### src/rtl/mem_port_arbiter_pkg.sv
`default_nettype none
// +--------------------------------------------------------------------------+
// | mem_port_arbiter_pkg : parameter-RAM map constants and arbiter types      |
// | Rev 1.0                                                                   |
// +--------------------------------------------------------------------------+
package mem_port_arbiter_pkg;

  localparam int DEF_AW  = 11;
  localparam int DEF_DW  = 16;
  localparam int OWNER_W = 3;

  localparam logic [DEF_AW-1:0] ADDR_NBR_CNT   = 11'h68A;
  localparam logic [DEF_AW-1:0] ADDR_QVAL_BASE = 11'h1C8;
  localparam logic [DEF_AW-1:0] ADDR_HCM_BASE  = 11'h648;

  typedef enum logic [0:0] {
    ST_IDLE  = 1'b0,
    ST_OWNED = 1'b1
  } arb_state_e;

endpackage
`default_nettype wire

### src/rtl/mem_port_arbiter_rr_pick.sv
`default_nettype none
// +--------------------------------------------------------------------------+
// | mem_port_arbiter_rr_pick : rotate-priority encoder, first set bit at or   |
// | after start_i (modulo N). Rev 1.0                                          |
// +--------------------------------------------------------------------------+
module mem_port_arbiter_rr_pick
  import mem_port_arbiter_pkg::*;
#(
  parameter int N = 4
) (
  input  logic [N-1:0]       req_i,
  input  logic [OWNER_W-1:0] start_i,
  output logic               valid_o,
  output logic [OWNER_W-1:0] idx_o
);

  logic [N-1:0]     rot;
  logic [OWNER_W:0] sum;

  always_comb begin
    valid_o = 1'b0;
    idx_o   = '0;
    sum     = '0;
    rot     = N'({req_i, req_i} >> start_i);
    // Descending scan so the nearest position after start_i wins.
    for (int i = N - 1; i >= 0; i--) begin
      if (rot[i]) begin
        sum = {1'b0, start_i} + (OWNER_W + 1)'(i);
        if (sum >= (OWNER_W + 1)'(N)) begin
          sum = sum - (OWNER_W + 1)'(N);
        end
        valid_o = 1'b1;
        idx_o   = sum[OWNER_W-1:0];
      end
    end
  end

endmodule
`default_nettype wire

### src/rtl/mem_port_arbiter.sv
`default_nettype none
// +--------------------------------------------------------------------------+
// | mem_port_arbiter : round-robin owner of the parameter-RAM port.           |
// | Optional forced release via macro ARB_TIMEOUT_EN. Rev 1.0                  |
// +--------------------------------------------------------------------------+
module mem_port_arbiter
  import mem_port_arbiter_pkg::*;
#(
  parameter int NREQ     = 4,
  parameter int AW       = DEF_AW,
  parameter int DW       = DEF_DW,
  parameter int MAX_HOLD = 1024
) (
  input  logic                 clock,
  input  logic                 nrst,
  input  logic [NREQ-1:0]      req,
  input  logic [NREQ-1:0]      wr,
  input  logic [NREQ*AW-1:0]   addr,
  input  logic [NREQ*DW-1:0]   wdata,
  output logic [NREQ-1:0]      gnt,
  output logic [DW-1:0]        rdata,
  output logic [AW-1:0]        mem_addr,
  output logic                 mem_we,
  output logic [DW-1:0]        mem_wdata,
  input  logic [DW-1:0]        mem_rdata,
  output logic                 busy,
  output logic [OWNER_W-1:0]   owner,
  output logic                 err_timeout
);

  arb_state_e         state_q, state_d;
  logic [NREQ-1:0]    gnt_q, gnt_d;
  logic [OWNER_W-1:0] owner_q, owner_d;
  logic [OWNER_W-1:0] start;
  logic [NREQ-1:0]    cand;
  logic [NREQ-1:0]    mask;
  logic               timeout;
  logic               owner_req;
  logic               new_grant;
  logic               pick_valid;
  logic [OWNER_W-1:0] pick_idx;

  // The current owner is excluded so a release always hands over or idles.
  assign start     = (owner_q == OWNER_W'(NREQ - 1)) ? '0 : owner_q + OWNER_W'(1);
  assign cand      = req & ~mask & ~gnt_q;
  assign owner_req = |(req & gnt_q);

  mem_port_arbiter_rr_pick #(.N(NREQ)) u_pick (
    .req_i   (cand),
    .start_i (start),
    .valid_o (pick_valid),
    .idx_o   (pick_idx)
  );

  always_ff @(posedge clock) begin
    if (!nrst) begin
      state_q <= ST_IDLE;
      gnt_q   <= '0;
      owner_q <= OWNER_W'(NREQ - 1);
    end else begin
      state_q <= state_d;
      gnt_q   <= gnt_d;
      owner_q <= owner_d;
    end
  end

  always_comb begin
    state_d   = state_q;
    gnt_d     = gnt_q;
    owner_d   = owner_q;
    new_grant = 1'b0;
    case (state_q)
      ST_IDLE: begin
        if (pick_valid) begin
          state_d   = ST_OWNED;
          gnt_d     = NREQ'(1) << pick_idx;
          owner_d   = pick_idx;
          new_grant = 1'b1;
        end
      end
      ST_OWNED: begin
        if (!owner_req || timeout) begin
          if (pick_valid) begin
            gnt_d     = NREQ'(1) << pick_idx;
            owner_d   = pick_idx;
            new_grant = 1'b1;
          end else begin
            state_d = ST_IDLE;
            gnt_d   = '0;
          end
        end
      end
    endcase
  end

`ifdef ARB_TIMEOUT_EN
  localparam int HOLD_W = $clog2(MAX_HOLD + 1);

  logic [HOLD_W-1:0] hold_q, hold_d;
  logic [NREQ-1:0]   mask_q, mask_d;
  logic              err_q, err_d;

  assign timeout     = (state_q == ST_OWNED) && (hold_q == HOLD_W'(MAX_HOLD - 1));
  assign mask        = mask_q;
  assign err_timeout = err_q;

  // A revoked requester stays masked until it is seen with req low.
  always_comb begin
    hold_d = '0;
    if (!new_grant && state_q == ST_OWNED) begin
      hold_d = hold_q + HOLD_W'(1);
    end
    mask_d = (mask_q & req) | (timeout ? gnt_q : '0);
    err_d  = timeout;
  end

  always_ff @(posedge clock) begin
    if (!nrst) begin
      hold_q <= '0;
      mask_q <= '0;
      err_q  <= 1'b0;
    end else begin
      hold_q <= hold_d;
      mask_q <= mask_d;
      err_q  <= err_d;
    end
  end
`else
  logic hold_unused;

  assign hold_unused = new_grant ^ (MAX_HOLD > 0);
  assign timeout     = 1'b0;
  assign mask        = '0;
  assign err_timeout = 1'b0;
`endif

  always_comb begin
    mem_addr  = '0;
    mem_wdata = '0;
    for (int i = 0; i < NREQ; i++) begin
      if (gnt_q[i]) begin
        mem_addr  = mem_addr | addr[i*AW +: AW];
        mem_wdata = mem_wdata | wdata[i*DW +: DW];
      end
    end
  end

  assign mem_we = |(wr & gnt_q);
  assign gnt    = gnt_q;
  assign busy   = |gnt_q;
  assign owner  = owner_q;
  assign rdata  = mem_rdata;

endmodule
`default_nettype wire
### config.mk
export PLATFORM = sky130hd
export DESIGN_NAME = mem_port_arbiter
export DESIGN_NICKNAME = d
export VERILOG_FILES = /design/src/rtl/mem_port_arbiter_pkg.sv /design/src/rtl/mem_port_arbiter_rr_pick.sv /design/src/rtl/mem_port_arbiter.sv
export SDC_FILE = /design/constraint.sdc
export NUM_CORES = 1
export LEC_CHECK = 0
export CAP_MARGIN = 20
export CORE_MARGIN = 10
export CORE_UTILIZATION = 29
export CTS_CLUSTER_DIAMETER = 50
export CTS_CLUSTER_SIZE = 16
export DETAILED_ROUTE_END_ITERATION = 8
export GPL_TIMING_DRIVEN = 0
export PLACE_DENSITY = 0.95
export RECOVER_POWER = 100
export SYNTH_ARGS = -nofsm -noshare
export SYNTH_HDL_FRONTEND = slang
export SYNTH_SLANG_ARGS = --single-unit
### constraint.sdc
create_clock -name clock -period 3.8 [get_ports clock]
set_clock_uncertainty 0.05 [all_clocks]
set_input_delay 0.76 -clock clock [delete_from_list [all_inputs] [get_ports clock]]
set_output_delay 0.76 -clock clock [all_outputs]
set_load 0.01 [all_outputs]
==> impl_summary.log <==
INFO  metric ys.flop_type = sky130_fd_sc_hd__dfxtp_1
INFO  metric synth_seq_area_share = 0.104
INFO  metric netlist.area_leader.share = 0.292
INFO  metric met1_routing_resource_usage_after_global_routing = 0.211
INFO  metric ioPinCount = around 190
INFO  metric initial_core_util = 0.300
INFO  metric leakage_component_of_the_power = about 0.0014 uW
INFO  metric synth-async-reset-ratio = 0
INFO  metric cp_data_arrival_time = 3.50 ns
INFO  metric finish.net_count = approximately 520
INFO  metric post_cts_hold_buffer_count = 0
INFO  metric post_synth_main_area_contributors = sky130_fd_sc_hd__a22oi_1, sky130_fd_sc_hd__dfxtp_1, sky130_fd_sc_hd__buf_4, sky130_fd_sc_hd__nand2_1, sky130_fd_sc_hd__mux2i_1
INFO  metric placement_rows = 26
INFO  metric tightest_slew = about 1.1 ns
INFO  metric finalHoldViolCount = 0
INFO  metric tritoncts.num_buffers = 3
INFO  metric max_cap_violations = 0
INFO  metric drt_first_iter_violations = 69
INFO  metric n_antenna_cell = 0
INFO  metric drt-wirelength-per-cell = approximately 21 um
INFO  metric postSynthNetCount = around 350
INFO  metric worst_skew_pair.late_latency = between 0.2 and 0.25 ns
INFO  metric drt-pass1-iter-count = 4
INFO  metric power_per_cell_area = 558 nW/um^2
INFO  metric tritoncts = built
INFO  metric antenna_found_initial = 0
INFO  metric flop_and_latch_count_out_of_synthesis = 8
INFO  metric clock_path_buffers = 2
INFO  metric worst_hold_path_type = flop to flop
INFO  metric maximum_fanout_count_along_the_critical_path = 8
INFO  metric shortest_period_the_worst_path_allows = 3.44 ns
INFO  metric grt_util_met2 = 0.388
INFO  metric die_area = about 8600 um^2
INFO  metric final_layout_size_suffix_gt1_frac = 0.0859
INFO  metric critPathMaxStageDelay = 0.88 ns
INFO  metric route.antenna.remaining_nets = 0
INFO  metric final_cells = roughly 450
INFO  metric drc_viols = 0
INFO  metric io_buffers = roughly 170
INFO  metric clk_pin_slew = approximately 0.04 ns
INFO  metric place.detailed.instances = approximately 450
INFO  metric syn2layout_area_growth = 116%
INFO  metric edff_count_synth = 0
INFO  metric maximum_number_of_pins_on_one_net_before_global_route_repair = 11
INFO  metric post_drt_via_cell_ratio = around 5.3
INFO  metric ctsRootBufferMaster = sky130_fd_sc_hd__clkbuf_8
INFO  metric chipWidth = 92.9 um
INFO  metric cts_max_level = 1
INFO  metric path_cells = dlygate4sd3_1, nor2b_1, a31o_1, a2bb2oi_1, or2_0, o31ai_1, nor3b_1, a32o_1
INFO  metric setup_viol = 0
INFO  metric coreArea = between 5000 and 6000 um^2
INFO  metric numClockSinks = 8
INFO  metric grt_pass1_vias = 2608
INFO  metric global_route_wire_length_before_repair = ~14000 um
INFO  metric ir_worst_vdd = 0.317 mV
INFO  metric critPathCaptureType = flop
INFO  metric dr_total_vias = 2406
INFO  metric yosysWarningCount = 0
INFO  metric drv_slew = 0
INFO  metric cts_resized = 0
INFO  metric post-cts-setup-buffer-count = 0
INFO  metric synth.distinct_cells = 52
INFO  metric startpoint_type = input pin
INFO  metric final_min_period_over_clock_period = 0.904
INFO  metric grt-ovfl-total = 0
INFO  metric syn_area_per_cell = approximately 7.2 um^2
INFO  metric fp.dieH = between 90 and 100 um
INFO  metric netlist.top_cell.by_area = sky130_fd_sc_hd__a22oi_1
INFO  metric filler_cell_count = ~440
INFO  metric global_placer_s_final_weighted_congestion = approximately 0.93
INFO  metric sum_of_routed_wire_length_over_all_layers = between 9000 and 10000 um
INFO  metric top_usage_layer = met2
INFO  metric slew-limit-headroom = 0.284
INFO  metric dpl.hpwl = approximately 8400 um
INFO  metric worst_ep_required_time = about 3.9 ns
INFO  metric timing.setup.tns = 0 ns
INFO  metric netlist_instances = 213
INFO  metric synthesis.area = between 1500 and 2000 um^2
INFO  metric clock.fmax = 291 MHz
INFO  metric crit_type = input pin to flop
INFO  metric outcome = completed
INFO  metric met3_track_usage_gr = 0.0799
INFO  metric setup_repair_after_global_routing_missed_its_margin = no
INFO  metric grt_util_overall = 0.207
INFO  metric crit_slowest_cell = sky130_fd_sc_hd__o31ai_1
## cell type report
type | instances | area, um^2 | share of cell area
Timing Repair Buffer | 168 | 1680 | 0.505
Multi-Input combinational cell | 168 | 1160 | 0.347
Buffer | 32 | 185 | 0.0556
Sequential cell | 8 | 160 | 0.0481
Tap cell | 70 | 87.6 | 0.0263
Clock buffer | 3 | 41.3 | 0.0124
Inverter | 5 | 18.8 | 0.00563
## routing by layer
| layer | wire, um | share of wire |
|---|---|---|
| met1 | 3430 | 0.35 |
| met2 | 5140 | 0.53 |
| met3 | 916 | 0.095 |
| met4 | 194 | 0.020 |
| met5 | 0 | 0 |
## cells in the mapped netlist, types with 2 or more instances
cell and count:
sky130_fd_sc_hd__a21oi_1 5, sky130_fd_sc_hd__a22oi_1 60, sky130_fd_sc_hd__a2bb2oi_1 2, sky130_fd_sc_hd__buf_1 4
sky130_fd_sc_hd__buf_4 17, sky130_fd_sc_hd__clkbuf_1 10, sky130_fd_sc_hd__dfxtp_1 8, sky130_fd_sc_hd__ha_1 2
sky130_fd_sc_hd__inv_1 4, sky130_fd_sc_hd__mux2i_1 5, sky130_fd_sc_hd__nand2_1 34, sky130_fd_sc_hd__nand2b_1 5
sky130_fd_sc_hd__nand3_1 3, sky130_fd_sc_hd__nor2_1 6, sky130_fd_sc_hd__nor2b_1 6, sky130_fd_sc_hd__nor3_1 2
sky130_fd_sc_hd__nor3b_1 2, sky130_fd_sc_hd__o21ai_1 3, sky130_fd_sc_hd__xnor2_1 2
## where the power goes
group	leakage, uW	internal [uW]	switching [uW]
Combinational	0.00130	756	848
Clock	0.0000216	68.4	30.7
Sequential	0.0000660	115	40.0
## through the flow
stage / utilization / hold WS, ns / worst slack (ns) / power (uW) / instance area, um^2
5_1_grt: 0.648 / 0.578 / 0.281 / 2010 / 3330
3_3_place_gp: 0.644 / 0.507 / 0.705 / 1810 / 3310
2_1_floorplan: - / 0.511 / 1.44 / 1130 / 1540
3_5_place_dp: 0.644 / 0.516 / 0.608 / 1870 / 3310
4_1_cts: 0.652 / 0.521 / 0.551 / 1980 / 3350
6_report: 0.648 / 0.526 / 0.363 / 1860 / 3330
## kinds of logic (layout without fill, tap and decap cells)
logic type      after synthesis  count (layout)  synth area share
compound gates               90              90             0.475
xor+xnor                      2               2            0.0114
fa+ha+maj                     2               2            0.0162
buf+inv                      37             208             0.132
flops                         8               8             0.104
mux                           5               5            0.0324
other cells                   1               1           0.00243
simple gates                 68              68             0.226
## final timing paths
kind,from,endpoint,slack [ns],cells past startpoint
max,req[0],gnt[1],0.36,8
min reg2reg,owner[1],owner[1],0.53,2
max reg2reg,owner[1],gnt[1],0.73,9
min,owner[1],owner[1],0.53,2
## cell usage in the layout (no fill, tap or decap), types with 2 or more instances in the layout
cell	count
sky130_fd_sc_hd__clkdlybuf4s50_1	117
sky130_fd_sc_hd__o21ai_1	2
sky130_fd_sc_hd__a2bb2oi_1	2
sky130_fd_sc_hd__a22oi_1	60
sky130_fd_sc_hd__clkbuf_8	3
sky130_fd_sc_hd__o31ai_1	3
sky130_fd_sc_hd__mux2i_1	5
sky130_fd_sc_hd__nand2_1	34
sky130_fd_sc_hd__buf_1	2
sky130_fd_sc_hd__nor3_1	2
sky130_fd_sc_hd__buf_4	17
sky130_fd_sc_hd__clkbuf_1	12
sky130_fd_sc_hd__nand2b_1	5
sky130_fd_sc_hd__ha_1	2
sky130_fd_sc_hd__nor3b_1	2
sky130_fd_sc_hd__dfxtp_1	8
sky130_fd_sc_hd__dlygate4sd3_1	51
sky130_fd_sc_hd__nor2_1	6
sky130_fd_sc_hd__nor2b_1	6
sky130_fd_sc_hd__xnor2_1	2
sky130_fd_sc_hd__inv_1	4
sky130_fd_sc_hd__a21oi_1	5
sky130_fd_sc_hd__nand3_1	3
## worst max-delay path: cells and delay by family
family,cells,cell delay [ns]
buffers and inverters,1,0.58
and+or+nand+nor,3,0.59
AOI/OAI and AO/OA,4,1.57
## sequential cells by signal (all words and copies together), names as in the netlist
name,count
gnt,4
owner,3
state_q,1
Power figures use the tool's default switching activity.
